## src/rtl/wb_cp0_stage.sv

```systemverilog
// Writeback stage with built-in CP0 (Status, Cause, EPC, BadVAddr, Count, Compare).
// Commits GPR writes, resolves exceptions/eret at commit and raises the timer interrupt.
module wb_cp0_stage #(
    parameter logic [31:0] EX_ENTRY   = 32'hbfc00380,
    parameter logic [31:0] STATUS_RST = 32'h00400000
) (
    input  logic         clk,
    input  logic         reset,
    input  logic         ms_to_ws_valid,
    input  logic [121:0] ms_to_ws_bus,
    input  logic [5:0]   ext_int_in,
    output logic         ws_allowin,
    output logic [37:0]  ws_to_rf_bus,
    output logic [36:0]  back_to_mem_stage_bus_from_wb,
    output logic [38:0]  back_to_id_stage_bus_from_wb,
    output logic [33:0]  exception_bus,
    output logic [31:0]  debug_wb_pc,
    output logic [3:0]   debug_wb_rf_wen,
    output logic [4:0]   debug_wb_rf_wnum,
    output logic [31:0]  debug_wb_rf_wdata
);

    localparam logic [7:0] ADDR_BADVADDR = 8'h40;
    localparam logic [7:0] ADDR_COUNT    = 8'h48;
    localparam logic [7:0] ADDR_COMPARE  = 8'h58;
    localparam logic [7:0] ADDR_STATUS   = 8'h60;
    localparam logic [7:0] ADDR_CAUSE    = 8'h68;
    localparam logic [7:0] ADDR_EPC      = 8'h70;

    typedef enum logic [1:0] {
        BV_KEEP = 2'd0,
        BV_PC   = 2'd1,
        BV_ADDR = 2'd2
    } bv_sel_t;

    logic         ws_valid_r;
    logic [121:0] bus_r;

    logic [31:0]  bad_vaddr_s;
    logic         in_slot_s;
    logic         ex_int_s;
    logic         adel_if_s;
    logic         adel_exe_s;
    logic         rsv_s;
    logic         ov_s;
    logic         sys_s;
    logic         brk_s;
    logic         ades_s;
    logic [7:0]   cp0_addr_s;
    logic         eret_s;
    logic         mfc0_s;
    logic         mtc0_s;
    logic         gr_we_s;
    logic [4:0]   dest_s;
    logic [31:0]  result_s;
    logic [31:0]  pc_s;

    logic         ex_s;
    logic         eret_go_s;
    logic         flush_s;
    logic         mtc0_go_s;
    logic [31:0]  ex_pc_s;
    logic [4:0]   exc_code_s;
    bv_sel_t      bv_sel_s;

    logic         wr_count_s;
    logic         wr_compare_s;
    logic         wr_status_s;
    logic         wr_cause_s;
    logic         wr_epc_s;

    logic [7:0]   status_im_r;
    logic         status_exl_r;
    logic         status_ie_r;
    logic         cause_bd_r;
    logic         cause_ti_r;
    logic [1:0]   cause_ip_sw_r;
    logic [5:0]   ext_int_r;
    logic [4:0]   cause_exc_r;
    logic [31:0]  epc_r;
    logic [31:0]  badvaddr_r;
    logic [31:0]  count_r;
    logic [31:0]  compare_r;
    logic         tick_r;

    logic [7:0]   cause_ip_s;
    logic [31:0]  status_s;
    logic [31:0]  cause_s;
    logic [31:0]  cp0_rdata_s;
    logic         has_int_s;
    logic         rf_we_s;
    logic [31:0]  final_result_s;

    assign bad_vaddr_s = bus_r[121:90];
    assign in_slot_s   = bus_r[89];
    assign ex_int_s    = bus_r[88];
    assign adel_if_s   = bus_r[87];
    assign adel_exe_s  = bus_r[86];
    assign rsv_s       = bus_r[85];
    assign ov_s        = bus_r[84];
    assign sys_s       = bus_r[83];
    assign brk_s       = bus_r[82];
    assign ades_s      = bus_r[81];
    assign cp0_addr_s  = bus_r[80:73];
    assign eret_s      = bus_r[72];
    assign mfc0_s      = bus_r[71];
    assign mtc0_s      = bus_r[70];
    assign gr_we_s     = bus_r[69];
    assign dest_s      = bus_r[68:64];
    assign result_s    = bus_r[63:32];
    assign pc_s        = bus_r[31:0];

    // WB never stalls; a flush kills whatever MEM hands over in the same cycle
    always_ff @(posedge clk or posedge reset) begin
        if (reset) begin
            ws_valid_r <= 1'b0;
            bus_r      <= 122'd0;
        end else begin
            ws_valid_r <= flush_s ? 1'b0 : ms_to_ws_valid;
            bus_r      <= ms_to_ws_valid ? ms_to_ws_bus : bus_r;
        end
    end

    assign ex_s      = ws_valid_r & (ex_int_s | adel_if_s | rsv_s | ov_s |
                                     sys_s | brk_s | adel_exe_s | ades_s);
    assign eret_go_s = ws_valid_r & eret_s & ~ex_s;
    assign flush_s   = ex_s | (ws_valid_r & eret_s);
    assign mtc0_go_s = ws_valid_r & mtc0_s & ~ex_s;
    assign ex_pc_s   = eret_go_s ? epc_r : EX_ENTRY;

    // Exception cause priority, and which address (if any) lands in BadVAddr
    always_comb begin
        exc_code_s = 5'd0;
        bv_sel_s   = BV_KEEP;
        if (ex_int_s) begin
            exc_code_s = 5'd0;
        end else if (adel_if_s) begin
            exc_code_s = 5'd4;
            bv_sel_s   = BV_PC;
        end else if (rsv_s) begin
            exc_code_s = 5'd10;
        end else if (ov_s) begin
            exc_code_s = 5'd12;
        end else if (sys_s) begin
            exc_code_s = 5'd8;
        end else if (brk_s) begin
            exc_code_s = 5'd9;
        end else if (adel_exe_s) begin
            exc_code_s = 5'd4;
            bv_sel_s   = BV_ADDR;
        end else if (ades_s) begin
            exc_code_s = 5'd5;
            bv_sel_s   = BV_ADDR;
        end else begin
            exc_code_s = 5'd0;
            bv_sel_s   = BV_KEEP;
        end
    end

    assign wr_count_s   = mtc0_go_s & (cp0_addr_s == ADDR_COUNT);
    assign wr_compare_s = mtc0_go_s & (cp0_addr_s == ADDR_COMPARE);
    assign wr_status_s  = mtc0_go_s & (cp0_addr_s == ADDR_STATUS);
    assign wr_cause_s   = mtc0_go_s & (cp0_addr_s == ADDR_CAUSE);
    assign wr_epc_s     = mtc0_go_s & (cp0_addr_s == ADDR_EPC);

    // Status: exception entry sets EXL, eret clears it, mtc0 loads IM/EXL/IE
    always_ff @(posedge clk or posedge reset) begin
        if (reset) begin
            status_im_r  <= STATUS_RST[15:8];
            status_exl_r <= STATUS_RST[1];
            status_ie_r  <= STATUS_RST[0];
        end else if (ex_s) begin
            status_exl_r <= 1'b1;
        end else if (eret_go_s) begin
            status_exl_r <= 1'b0;
        end else if (wr_status_s) begin
            status_im_r  <= result_s[15:8];
            status_exl_r <= result_s[1];
            status_ie_r  <= result_s[0];
        end else begin
            status_im_r  <= status_im_r;
            status_exl_r <= status_exl_r;
            status_ie_r  <= status_ie_r;
        end
    end

    // Cause: BD only captured on a first-level exception; ExcCode on every exception
    always_ff @(posedge clk or posedge reset) begin
        if (reset) begin
            cause_bd_r    <= 1'b0;
            cause_exc_r   <= 5'd0;
            cause_ip_sw_r <= 2'd0;
            ext_int_r     <= 6'd0;
        end else begin
            ext_int_r <= ext_int_in;
            if (ex_s) begin
                cause_exc_r <= exc_code_s;
                cause_bd_r  <= status_exl_r ? cause_bd_r : in_slot_s;
            end else if (wr_cause_s) begin
                cause_ip_sw_r <= result_s[9:8];
            end else begin
                cause_bd_r    <= cause_bd_r;
                cause_exc_r   <= cause_exc_r;
                cause_ip_sw_r <= cause_ip_sw_r;
            end
        end
    end

    // Timer interrupt flag: a Compare write clears it even if the match fires that cycle
    always_ff @(posedge clk or posedge reset) begin
        if (reset) begin
            cause_ti_r <= 1'b0;
        end else if (wr_compare_s) begin
            cause_ti_r <= 1'b0;
        end else if (count_r == compare_r) begin
            cause_ti_r <= 1'b1;
        end else begin
            cause_ti_r <= cause_ti_r;
        end
    end

    // Count advances every second cycle; a software write restarts the half-rate phase
    always_ff @(posedge clk or posedge reset) begin
        if (reset) begin
            count_r <= 32'd0;
            tick_r  <= 1'b0;
        end else if (wr_count_s) begin
            count_r <= result_s;
            tick_r  <= 1'b0;
        end else begin
            count_r <= tick_r ? count_r + 32'd1 : count_r;
            tick_r  <= ~tick_r;
        end
    end

    // Compare, EPC and BadVAddr; nested exceptions leave EPC pointing at the outer one
    always_ff @(posedge clk or posedge reset) begin
        if (reset) begin
            compare_r  <= 32'd0;
            epc_r      <= 32'd0;
            badvaddr_r <= 32'd0;
        end else begin
            compare_r <= wr_compare_s ? result_s : compare_r;
            if (ex_s && !status_exl_r) begin
                epc_r <= in_slot_s ? pc_s - 32'd4 : pc_s;
            end else if (wr_epc_s) begin
                epc_r <= result_s;
            end else begin
                epc_r <= epc_r;
            end
            if (ex_s && bv_sel_s == BV_PC) begin
                badvaddr_r <= pc_s;
            end else if (ex_s && bv_sel_s == BV_ADDR) begin
                badvaddr_r <= bad_vaddr_s;
            end else begin
                badvaddr_r <= badvaddr_r;
            end
        end
    end

    assign cause_ip_s = {ext_int_r[5] | cause_ti_r, ext_int_r[4:0], cause_ip_sw_r};
    assign status_s   = {9'd0, 1'b1, 6'd0, status_im_r, 6'd0, status_exl_r, status_ie_r};
    assign cause_s    = {cause_bd_r, cause_ti_r, 14'd0, cause_ip_s, 1'b0, cause_exc_r, 2'd0};
    assign has_int_s  = (|(cause_ip_s & status_im_r)) & status_ie_r & ~status_exl_r;

    // CP0 read mux; only sel=0 of each implemented register is decoded
    always_comb begin
        cp0_rdata_s = 32'd0;
        case (cp0_addr_s)
            ADDR_BADVADDR: cp0_rdata_s = badvaddr_r;
            ADDR_COUNT:    cp0_rdata_s = count_r;
            ADDR_COMPARE:  cp0_rdata_s = compare_r;
            ADDR_STATUS:   cp0_rdata_s = status_s;
            ADDR_CAUSE:    cp0_rdata_s = cause_s;
            ADDR_EPC:      cp0_rdata_s = epc_r;
            default:       cp0_rdata_s = 32'd0;
        endcase
    end

    assign rf_we_s        = ws_valid_r & gr_we_s & ~ex_s;
    assign final_result_s = mfc0_s ? cp0_rdata_s : result_s;

    assign ws_allowin                    = 1'b1;
    assign ws_to_rf_bus                  = {rf_we_s, dest_s, final_result_s};
    assign back_to_mem_stage_bus_from_wb = {(rf_we_s ? dest_s : 5'd0), final_result_s};
    assign back_to_id_stage_bus_from_wb  = {mfc0_s, final_result_s, ws_valid_r & gr_we_s, dest_s};
    assign exception_bus                 = {flush_s, ex_pc_s, has_int_s};
    assign debug_wb_pc                   = pc_s;
    assign debug_wb_rf_wen               = {4{rf_we_s}};
    assign debug_wb_rf_wnum              = dest_s;
    assign debug_wb_rf_wdata             = final_result_s;

endmodule
```

## config.mk

```make
export PLATFORM = sky130hd
export DESIGN_NAME = wb_cp0_stage
export DESIGN_NICKNAME = d
export VERILOG_FILES = /design/src/rtl/wb_cp0_stage.sv
export SDC_FILE = /design/constraint.sdc
export NUM_CORES = 1
export LEC_CHECK = 0
export BUFFER_PORTS_ARGS = -buffer_cell sky130_fd_sc_hd__buf_2
export CAP_MARGIN = 20
export CORE_MARGIN = 8
export CORE_UTILIZATION = 45
export DETAILED_ROUTE_END_ITERATION = 10
export GPL_TIMING_DRIVEN = 0
export PLACE_DENSITY = 0.75
export SLEW_MARGIN = 20
export SYNTH_ARGS = -nofsm -noshare
export SYNTH_HDL_FRONTEND = slang
export SYNTH_SLANG_ARGS = --single-unit
```

## constraint.sdc

```tcl
create_clock -name clk -period 12.6 [get_ports clk]
set_input_delay 1.26 -clock clk [delete_from_list [all_inputs] [get_ports clk]]
set_output_delay 1.26 -clock clk [all_outputs]
set_load 0.03 [all_outputs]
```

==> impl_metrics.yaml, run 1 <==
logic_synthesis:
  synth_xor_area_share_pct: 4.771
  synth_seq_cells: 276
  synth_compound_area_share_pct: 12.00
  seq_area_frac_synth_pct: 45.33
  yosysUniqueCellTypes: 64
  synth_cells: 1569
  synth_top_family_by_area: "simple AND/OR/NAND/NOR gates"
  syn_area_per_cell_um2: 9.711
  synthMuxAreaShare_pct: 11.24
  ys_warn_count: 0
  synthFlopType: "dfrtp_1"
  synth_edf_count: 0
  synth_adder_area_share_pct: 0.1642
  synth-simple-area-share_pct: 15.10
  syn-num-nets: 1702
  ys_async_sr_fraction_pct: 100.0
  synth_area_um2: 15240
place:
  place_congestion: 0.9420
  place_inst: 2370
  hpwl_um: 42010
  portBuffers: 350
timing:
  relSlewSlack_pct: 35.97
  period_share_pct: 37.96
  finalSetupViolCount: 0
  final_max_slew_viol_count: 0
  whs_ps: 490.2
  worstMarginPinSlew_ps: 960.5
  skew_ps: 9.819
  fmax_mhz: 209.1
  rsz0062_at_grt: "no"
  layout_min_cycle_time_ps: 4783
  hold_viol: 0
  fin_setup_tns_ps: 0
die:
  dieArea_um2: 40000
  start_util_pct: 45.55
  core_um2: 33450
  fp.dieH_um: 200.0
  num_rows: 67
  num_io_pins: 353
  chipWidth_um: 200.0
cells_and_area:
  nNetsFinal: 2087
  drive_gt1_share_pct: 36.15
  area_growth_pct: 22.14
  final_util_pct: 55.64
  fin_cells: 2424
route:
  drt_iter0_markers: 1231
  met3WireLength_um: 4433
  top_layer_used: "met5"
  dr.pass1.iters: 7
  via_per_inst: 5.568
  route.detailed.drc: 0
  wl_met2_um: 25240
  vias: 13500
  wirelength_um: 53230
  wl_per_cell_um: 21.96
  route.antenna.remaining_nets: 0
  m1WireLength_um: 21320
worst_setup_path:
  crit_type: "flop to primary output"
  timing.rr.start: "bus_r[85]"
  worstPathRequired_ps: 11340
  cp_max_fo: 10
  rrSetupSlack_ps: 9760
  endpoint: "debug_wb_rf_wdata[23]"
  end_kind: "primary output"
  max_stage_delay_ps: 730
  crit_chain: "clkbuf_1 -> buf_2 -> buf_1 -> mux2i_1 -> o22ai_1 -> nand2_1 -> o21ai_0 -> buf_4 -> buf_2"
  cpMostUsedCell: "buf_2"
  crit_start: "bus_r[77]"
  slowest_stage: "buf_1"
  rr_worst_depth: 6
  worst_ep_arrival_time_ps: 3520
  cp-start-kind: "flop"
  r2r_end: "compare_r[14]"
global_route:
  grt_pass1_wl_um: 80070
  grt-ovfl-total: 0
  grt_start_max_net_pins: 86
  grt.total_usage_pct: 25.86
  antenna_found_initial: 2
  grt_pass1_vias: 13510
power:
  power.density_nw_per_um2: 140.6
  ir_worst_vdd_mv: 0.09835
  leakagePower_nw: 8.963
job:
  maxCapViolCount: 0
clock_tree:
  cts_root_buf: "clkbuf_16"
  cts_buffer_depth: 3
  cts_setup_buffers: 0
  cts_hold_buf: 0
  post_cts_resized: 0
  numCtsBuffers: 30
  cts_tree: "done"
  htree_levels: 1
  cts.sinks: 276
  insertion_delay_ps: 560
  clkTransAtPathRegs_ps: 60
hold_path:
  holdCritPathClass: "flop to flop"
run_status:
  status: "finished clean"
-- cell families (layout without fill, tap and decap cells) --
group                    count (synthesis)  count (layout)
AO/OA/AOI/OAI                          289             289
XOR/XNOR                                83              83
adder cells (fa/ha/maj)                  2               2
buffers and inverters                  293             699
flip-flops                             276             276
multiplexers                           158             158
other                                    1               2
AND/OR/NAND/NOR                        467             467
-- cells in the mapped netlist, types with 3 or more instances --
| master | count | area, µm² |
|---|---|---|
| a211oi_1 | 7 | 52.55 |
| a21oi_1 | 15 | 75.07 |
| a22oi_1 | 78 | 585.6 |
| a31oi_1 | 11 | 68.82 |
| and2_1 | 31 | 193.9 |
| and3_1 | 9 | 56.30 |
| and4_1 | 3 | 26.28 |
| buf_1 | 5 | 18.77 |
| buf_2 | 20 | 100.1 |
| buf_4 | 156 | 1171 |
| clkbuf_1 | 62 | 232.7 |
| clkbuf_2 | 5 | 25.02 |
| dfrtp_1 | 276 | 6907 |
| inv_1 | 43 | 161.4 |
| mux2_2 | 105 | 1182 |
| mux2i_1 | 53 | 530.5 |
| nand2_1 | 222 | 833.3 |
| nand2b_1 | 15 | 93.84 |
| nand3_1 | 20 | 100.1 |
| nand3b_1 | 3 | 22.52 |
| nand4_1 | 25 | 156.4 |
| nor2_1 | 63 | 236.5 |
| nor2b_1 | 4 | 25.02 |
| nor3_1 | 17 | 85.08 |
| nor3_2 | 3 | 30.03 |
| nor3b_1 | 3 | 22.52 |
| nor4_1 | 12 | 75.07 |
| nor4b_1 | 4 | 35.03 |
| o21ai_0 | 116 | 580.6 |
| o221a_2 | 5 | 56.30 |
| o22ai_1 | 36 | 225.2 |
| o31a_1 | 4 | 35.03 |
| o31ai_1 | 3 | 22.52 |
| or2_2 | 3 | 18.77 |
| or3_1 | 12 | 75.07 |
| or4_1 | 3 | 22.52 |
| xnor2_1 | 71 | 621.9 |
| xor2_1 | 12 | 105.1 |
-- layout by cell type, fill, tap and decap left out, types with 4 or more instances in the layout --
cell	count
a22oi_1	78
buf_4	156
clkbuf_8	10
dfrtp_1	276
a31oi_1	11
mux2i_1	53
clkbuf_2	5
nor3_1	17
o221a_2	5
inv_1	42
a21oi_1	15
buf_2	370
nand2_1	222
clkbuf_1	66
o22ai_1	36
xor2_1	12
or3_1	12
clkbuf_16	31
xnor2_1	71
o21ai_0	116
buf_1	5
and2_1	31
nor2b_1	4
o31a_1	4
nor4_1	12
nand3_1	20
nand2b_1	15
nand4_1	25
a211oi_1	7
nor4b_1	4
clkinv_2	8
and3_1	9
nor2_1	63
mux2_2	105
-- registers in the layout, indices dropped and copies added (netlist names) --
register       cells
compare_r         32
status_ie_r        1
bus_r            122
status_exl_r       1
cause_ti_r         1
cause_ip_sw_r      2
tick_r             1
badvaddr_r        32
ext_int_r          6
status_im_r        8
ws_valid_r         1
epc_r             32
cause_exc_r        4
count_r           32
cause_bd_r         1
-- metal layers --
metal	track usage, %	vias up
li1	-	6079
met1	33.70	6671
met2	41.79	620
met3	5.415	123
met4	10.14	4
met5	0	-
-- through the flow --
stage                     setup slack [ps]  power (W)  area, µm²
final                                 7817   0.002617      18610
after global routing                  7730   0.002719      18610
after CTS                             7844   0.002621      18610
after detailed placement              8439   0.001763      17640
after global placement               583.9   0.001745      17550
after floorplan                       3731   0.001538      15240
-- where the power goes --
part	switching [W]	internal [W]
registers	0.000125	0.00101
logic	0.000374	0.000249
clock network	0.000358	0.000503
-- worst min-delay path by stage --
stage | startpoint | end | slack, ps | cells after the start
after CTS | badvaddr_r[23] | badvaddr_r[23] | 490 | 2
after global placement | bus_r[114] | badvaddr_r[24] | 470 | 2
after floorplan | cause_exc_r[1] | cause_exc_r[1] | 440 | 2
final | bus_r[119] | badvaddr_r[29] | 490 | 2
after global routing | bus_r[114] | badvaddr_r[24] | 510 | 2
after detailed placement | badvaddr_r[23] | badvaddr_r[23] | 470 | 2
-- cell type report --
type	count	area [µm²]
Fill cell	2998	14840
Sequential cell	276	6907
Multi-Input combinational cell	1000	6598
Timing Repair Buffer	353	1834
Buffer	250	1570
Clock buffer	45	928.4
Tap cell	448	560.5
Inverter	43	168.9
Clock inverter	8	40.04
Antenna cell	1	2.502
-- critical path, delay by kind of cell, from the launching register on --
family	cells	cell delay [ps]
buffers and inverters	5	1840
muxes	1	360
AOI/OAI and AO/OA	2	330
DFF	1	320
and+or+nand+nor	1	90
Note: power is estimated with default switching activity, not from simulation.
==> run 2, diff against run 1 <==
==> constraint.sdc (replaced) <==
create_clock -name clk -period 4.9 [get_ports clk]
set_input_delay 0.49 -clock clk [delete_from_list [all_inputs] [get_ports clk]]
set_output_delay 0.49 -clock clk [all_outputs]
set_load 0.03 [all_outputs]
==> run 2 against run 1 <==
  * Critical path depth is the same
  * Sequential power grew to 2.6 times the previous value
  * Clock skew increased by 8.8 ps
  * Routed wire length increased by 1.7%
  * Largest cell class unchanged
  * Combinational power grew to 2.6 times the previous value
  * Die area did not move
  * Non-clock buffer count increased by 8
  * Utilization increased by 0.96 points
  * Total power increased to 2.7 times the previous value
  * Sequential share of layout area shrank 0.63 points
  * First-iteration DRC count is 19% lower
  * Via count shrank 0.80%
==> impl_metrics.yaml, run 2 (same netlist as run 1, synthesis figures left out) <==
run_status:
  status: "finished clean"
worst_setup_path:
  cpMostUsedCell: "buf_2"
  r2r_end: "epc_r[20]"
  end_kind: "primary output"
  slowest_stage: "buf_1"
  crit_type: "flop to primary output"
  rr_worst_depth: 6
  timing.rr.start: "bus_r[73]"
  cp-start-kind: "flop"
  worstPathRequired_ps: 4410
  rrSetupSlack_ps: 1910
  worst_ep_arrival_time_ps: 3650
  max_stage_delay_ps: 680
  cp_max_fo: 10
  crit_chain: "clkbuf_1 -> buf_2 -> buf_1 -> mux2i_1 -> o22ai_1 -> nand2_1 -> o21ai_0 -> buf_4 -> buf_2"
route:
  drt_iter0_markers: 998
  wl_per_cell_um: 22.21
  vias: 13390
  dr.pass1.iters: 5
  wirelength_um: 54160
  route.detailed.drc: 0
  route.antenna.remaining_nets: 0
  via_per_inst: 5.492
die:
  start_util_pct: 45.55
  num_rows: 67
  chipWidth_um: 200.0
  core_um2: 33450
  num_io_pins: 353
  fp.dieH_um: 200.0
  dieArea_um2: 40000
cells_and_area:
  final_design_area_no_fill_um2: 18930
  largest-register: "bus_r"
  mostFrequentLayoutCells: "370 x buf_2, 276 x dfrtp_1, 222 x nand2_1"
  nNetsFinal: 2096
  fillCellCount: 3002
  final_common_cell: "buf_2"
  final_util_pct: 56.59
  largest_reg_flops: 122
  drive_gt1_share_pct: 36.52
  area_growth_pct: 24.24
place:
  hpwl_um: 42540
  place_area_um2: 17760
  place_congestion: 0.9341
  portBuffers: 350
  dp_slack_ps: 1479
clock_tree:
  cts.sinks: 276
  clkTransAtPathRegs_ps: 60
  htree_levels: 1
  cts_setup_buffers: 0
  insertion_delay_ps: 580
  post_cts_resized: 0
  cts_hold_buf: 1
  numCtsBuffers: 31
  cts_tree: "done"
  cts_root_buf: "clkbuf_16"
  cts_buffer_depth: 3
global_route:
  grt-ovfl-total: 0
  antenna_found_initial: 2
  grt.total_usage_pct: 26.38
  grt_pass1_vias: 13500
  grt_start_max_net_pins: 35
  grt_pass1_wl_um: 81250
hold_path:
  min_from: "ext_int_in[3]"
  holdPathStages: 1
  holdCritPathClass: "primary input to flop"
  min_to: "ext_int_r[3]"
timing:
  layout_min_cycle_time_ps: 4138
  worst_slack_ps: 762.4
  skew_ps: 18.62
  fmax_mhz: 241.7
  fin_setup_tns_ps: 0
  final_max_slew_viol_count: 0
  rsz0062_at_grt: "no"
  hold_viol: 0
  relSlewSlack_pct: 24.64
  worstMarginPinSlew_ps: 1130
  period_share_pct: 84.44
  finalSetupViolCount: 0
power:
  ir_worst_vdd_mv: 0.3082
  power.density_nw_per_um2: 378.1
  leakagePower_nw: 9.101
job:
  maxCapViolCount: 0
==> run 2: cell count changes in the layout (fill, tap and decap cells not counted), sizes merged <==
| cell | change |
|---|---|
| bufinv | +7 |
| diode | +1 |
| buf | +7 |
| dlygate4sd3 | +1 |
| clkbuf | -4 |
| clkinvlp | +2 |
==> run 2: through the flow <==
| stage | cells | power (W) | hold WS [ps] |
|---|---|---|---|
| finish | 2438 | 0.007157 | 19.79 |
| global route | 2438 | 0.007417 | 11.51 |
| CTS | 2436 | 0.007156 | 7.970 |
| detailed placement | 2377 | 0.004541 | 477.5 |
| global placement | 2367 | 0.004491 | 468.8 |
| floorplan | 1569 | 0.003956 | 439.1 |
==> run 2: per-layer routing <==
metal  routed length (µm)  global-route usage (%)  vias up
met5                    0                       0        -
met4                 1941                   9.128        0
met3                 4407                   5.616      103
met2                25790                   42.73      625
met1                22020                   34.72     6555
li1                     -                       -     6106
==> run 2: cell type report <==
cell class	instances	area, µm²	share of cell area (%)
sequential	276	6907	36.49
multi-input combinational	1000	6598	34.85
timing repair buffer	361	1969	10.40
buffer	250	1570	8.295
clock buffer	41	873.3	4.614
tap	448	560.5	2.961
clock inverter	17	281.5	1.487
inverter	43	165.2	0.8725
antenna	2	5.005	0.02644
==> run 2: critical path, delay by kind of cell, from the launching register on <==
family          cells  cell delay, ps
buf+inv             5            1900
compound gates      2             440
mux                 1             290
simple gates        1              90
flops               1             320
==> run 2: worst max path at each step <==
stage	to	slack, ps	startpoint
final	ws_to_rf_bus[19]	760	bus_r[77]
after global routing	back_to_mem_stage_bus_from_wb[23]	710	bus_r[77]
after CTS	ws_to_rf_bus[19]	840	bus_r[77]
after detailed placement	ws_to_rf_bus[19]	1480	bus_r[77]
after global placement	bus_r[92]	-980	reset
after floorplan	badvaddr_r[0]	760	reset
==> run 2: power breakdown <==
part           switching [W]  internal, W
Sequential          0.000320      0.00259
Clock                0.00100      0.00162
Combinational       0.000965     0.000650
==> run 3, diff against run 2 <==
--- a/config.mk
+++ b/config.mk
@@ -11,7 +11,7 @@
 export CORE_UTILIZATION = 45
 export DETAILED_ROUTE_END_ITERATION = 10
 export GPL_TIMING_DRIVEN = 0
-export PLACE_DENSITY = 0.75
+export PLACE_DENSITY = 0.77
 export SLEW_MARGIN = 20
 export SYNTH_ARGS = -nofsm -noshare
 export SYNTH_HDL_FRONTEND = slang
==> constraint.sdc (replaced) <==
create_clock -name clk -period 3.6 [get_ports clk]
set_input_delay 0.36 -clock clk [delete_from_list [all_inputs] [get_ports clk]]
set_output_delay 0.36 -clock clk [all_outputs]
set_load 0.03 [all_outputs]
==> run 3 against run 2 <==
  * Via count is 0.88% higher
  * Sequential share of layout area is 0.10 points lower
  * Utilization is 0.16 points higher
  * Critical path depth is 2 lower
  * Final area is 0.28% higher
  * Setup slack worse by 650 ps
  * Global-route usage is 0.54 points higher
  * Combinational power is 38% higher
  * Largest power group unchanged
==> impl_metrics.yaml, run 3 (same netlist as run 1, synthesis figures left out) <==
cells_and_area:
  largest-register: "bus_r"
  final_util_pct: 56.75
  fin_cells: 2446
  area_growth_pct: 24.60
  drive_gt1_share_pct: 37.46
  nNetsFinal: 2108
  fillCellCount: 2926
  final_common_cell: "buf_2"
  mostFrequentLayoutCells: "373 x buf_2, 276 x dfrtp_1, 222 x nand2_1"
  largest_reg_flops: 122
worst_setup_path:
  cpMostUsedCell: "buf_4"
  crit_type: "flop to primary output"
  critPathBufInv: 3
  worstPathRequired_ps: 3240
  crit_chain: "or4b_4 -> nor2_2 -> buf_4 -> nand3_1 -> o22ai_1 -> buf_4 -> buf_2"
  worst_ep_arrival_time_ps: 3120
  slowest_stage: "or4b_4"
  end_kind: "primary output"
  path_delay_family: "simple AND/OR/NAND/NOR gates"
  cp-start-kind: "flop"
  max_stage_delay_ps: 580
  rrSetupSlack_ps: 650
  cp_max_fo: 10
global_route:
  antenna_found_initial: 2
  grt.total_usage_pct: 26.92
  grt_pass1_vias: 14060
  grt_start_max_net_pins: 38
  grt_pass1_wl_um: 83060
  grt-ovfl-total: 0
timing:
  hold_viol: 0
  skew_ps: 22.67
  period_share_pct: 96.79
  fin_setup_tns_ps: 0
  worstMarginPinSlew_ps: 989.8
  fmax_mhz: 287.0
  final_max_slew_viol_count: 0
  finalSetupViolCount: 0
  layout_min_cycle_time_ps: 3484
  relSlewSlack_pct: 34.01
die:
  chipWidth_um: 200.0
  num_io_pins: 353
  fp.dieH_um: 200.0
  start_util_pct: 45.55
  dieArea_um2: 40000
  num_rows: 67
  core_um2: 33450
clock_tree:
  cts_root_buf: "clkbuf_16"
  cts_buffer_depth: 3
  cts_tree: "done"
  cts.sinks: 276
  numCtsBuffers: 31
  insertion_delay_ps: 570
  htree_levels: 1
  clkTransAtPathRegs_ps: 60
route:
  drt_iter0_markers: 1192
  via_per_inst: 5.522
  route.antenna.remaining_nets: 0
  wl_per_cell_um: 22.35
  wirelength_um: 54660
  dr.pass1.iters: 6
  route.detailed.drc: 0
  vias: 13510
power:
  clkPwrFrac_pct: 33.4
  power.total_w: 0.009325
  p_sw_share_pct: 33.06
  intPower_w: 0.006242
  ir_worst_vdd_mv: 0.3367
  power.density_nw_per_um2: 491.2
  p_switching_w: 0.003083
  leakagePower_nw: 9.135
  p_seq_share_pct: 42.5
  power_frac_comb_pct: 24.1
hold_path:
  holdCritPathClass: "primary input to flop"
job:
  maxCapViolCount: 0
place:
  hpwl_um: 42950
  place_inst: 2377
  place_congestion: 0.9648
  portBuffers: 350
run_status:
  status: "finished clean"
-- run 3: cell types whose count changed in the layout (fill, tap and decap cells not counted), sizes merged, moves of 2 or more --
cell	before	now
clkbuf	108	112
dlygate4sd3	1	13
clkinv	8	6
bufinv	7	1
-- run 3: through the flow --
| step | area, µm² | setup WS, ps | hold WS, ps |
|---|---|---|---|
| final | 18980 | 115.7 | 8.335 |
| after global routing | 18980 | -6.307 | 16.13 |
| after CTS | 18940 | 0.4368 | 0.5683 |
| after detailed placement | 17770 | 273.7 | 375.9 |
| after global placement | 17550 | -2129 | 465.3 |
| after floorplan | 15240 | -411.4 | 391.4 |
-- run 3: cell type report --
cell class | instances | area [µm²] | share of cell area [%]
Sequential cell | 276 | 6907 | 36.38
Antenna cell | 1 | 2.502 | 0.01318
Clock buffer | 44 | 904.6 | 4.765
Buffer | 250 | 1590 | 8.377
Tap cell | 448 | 560.5 | 2.953
Multi-Input combinational cell | 1000 | 6664 | 35.10
Inverter | 43 | 165.2 | 0.8700
Clock inverter | 11 | 92.59 | 0.4877
Timing Repair Buffer | 373 | 2097 | 11.05
-- run 3: power groups by stage --
stage	combinational [W]	clock [W]	sequential, W
floorplan	0.00158	0	0.00381
global placement	0.00212	0	0.00398
detailed placement	0.00219	0	0.00400
CTS	0.00223	0.00313	0.00395
global route	0.00241	0.00326	0.00400
finish	0.00224	0.00311	0.00397
-- run 3: layer usage --
layer	track usage, %	up-vias	wire [µm]
met1	33.38	6646	21430
met4	11.99	2	2455
met2	43.92	612	25960
li1	-	6115	-
met3	6.924	132	4807
met5	0	-	11
-- run 3: final timing paths --
| check | start | endpoint | depth (start not counted) |
|---|---|---|---|
| max | bus_r[73] | ws_to_rf_bus[0] | 7 |
| min reg2reg | badvaddr_r[28] | badvaddr_r[28] | 2 |
| max reg2reg | bus_r[78] | compare_r[6] | 7 |
| min | ms_to_ws_bus[55] | bus_r[55] | 3 |
| min in group asynchronous | reset | count_r[28] | 3 |
| max in group asynchronous | reset | bus_r[90] | 7 |
-- run 3: worst min-delay path, stage by stage --
cell	delay (ps)
buf_2	80
nand2_1	40
o21ai_0	60
-- run 3: repair_timing --
action / 4_1_cts / 5_1_grt
pin swaps: 0 / 0
setup buffers: 0 / 0
hold endpoints to repair: 21 / 0
setup endpoints to repair: 132 / 88
hold buffers: 13 / 0
gates resized for setup: 29 / 16
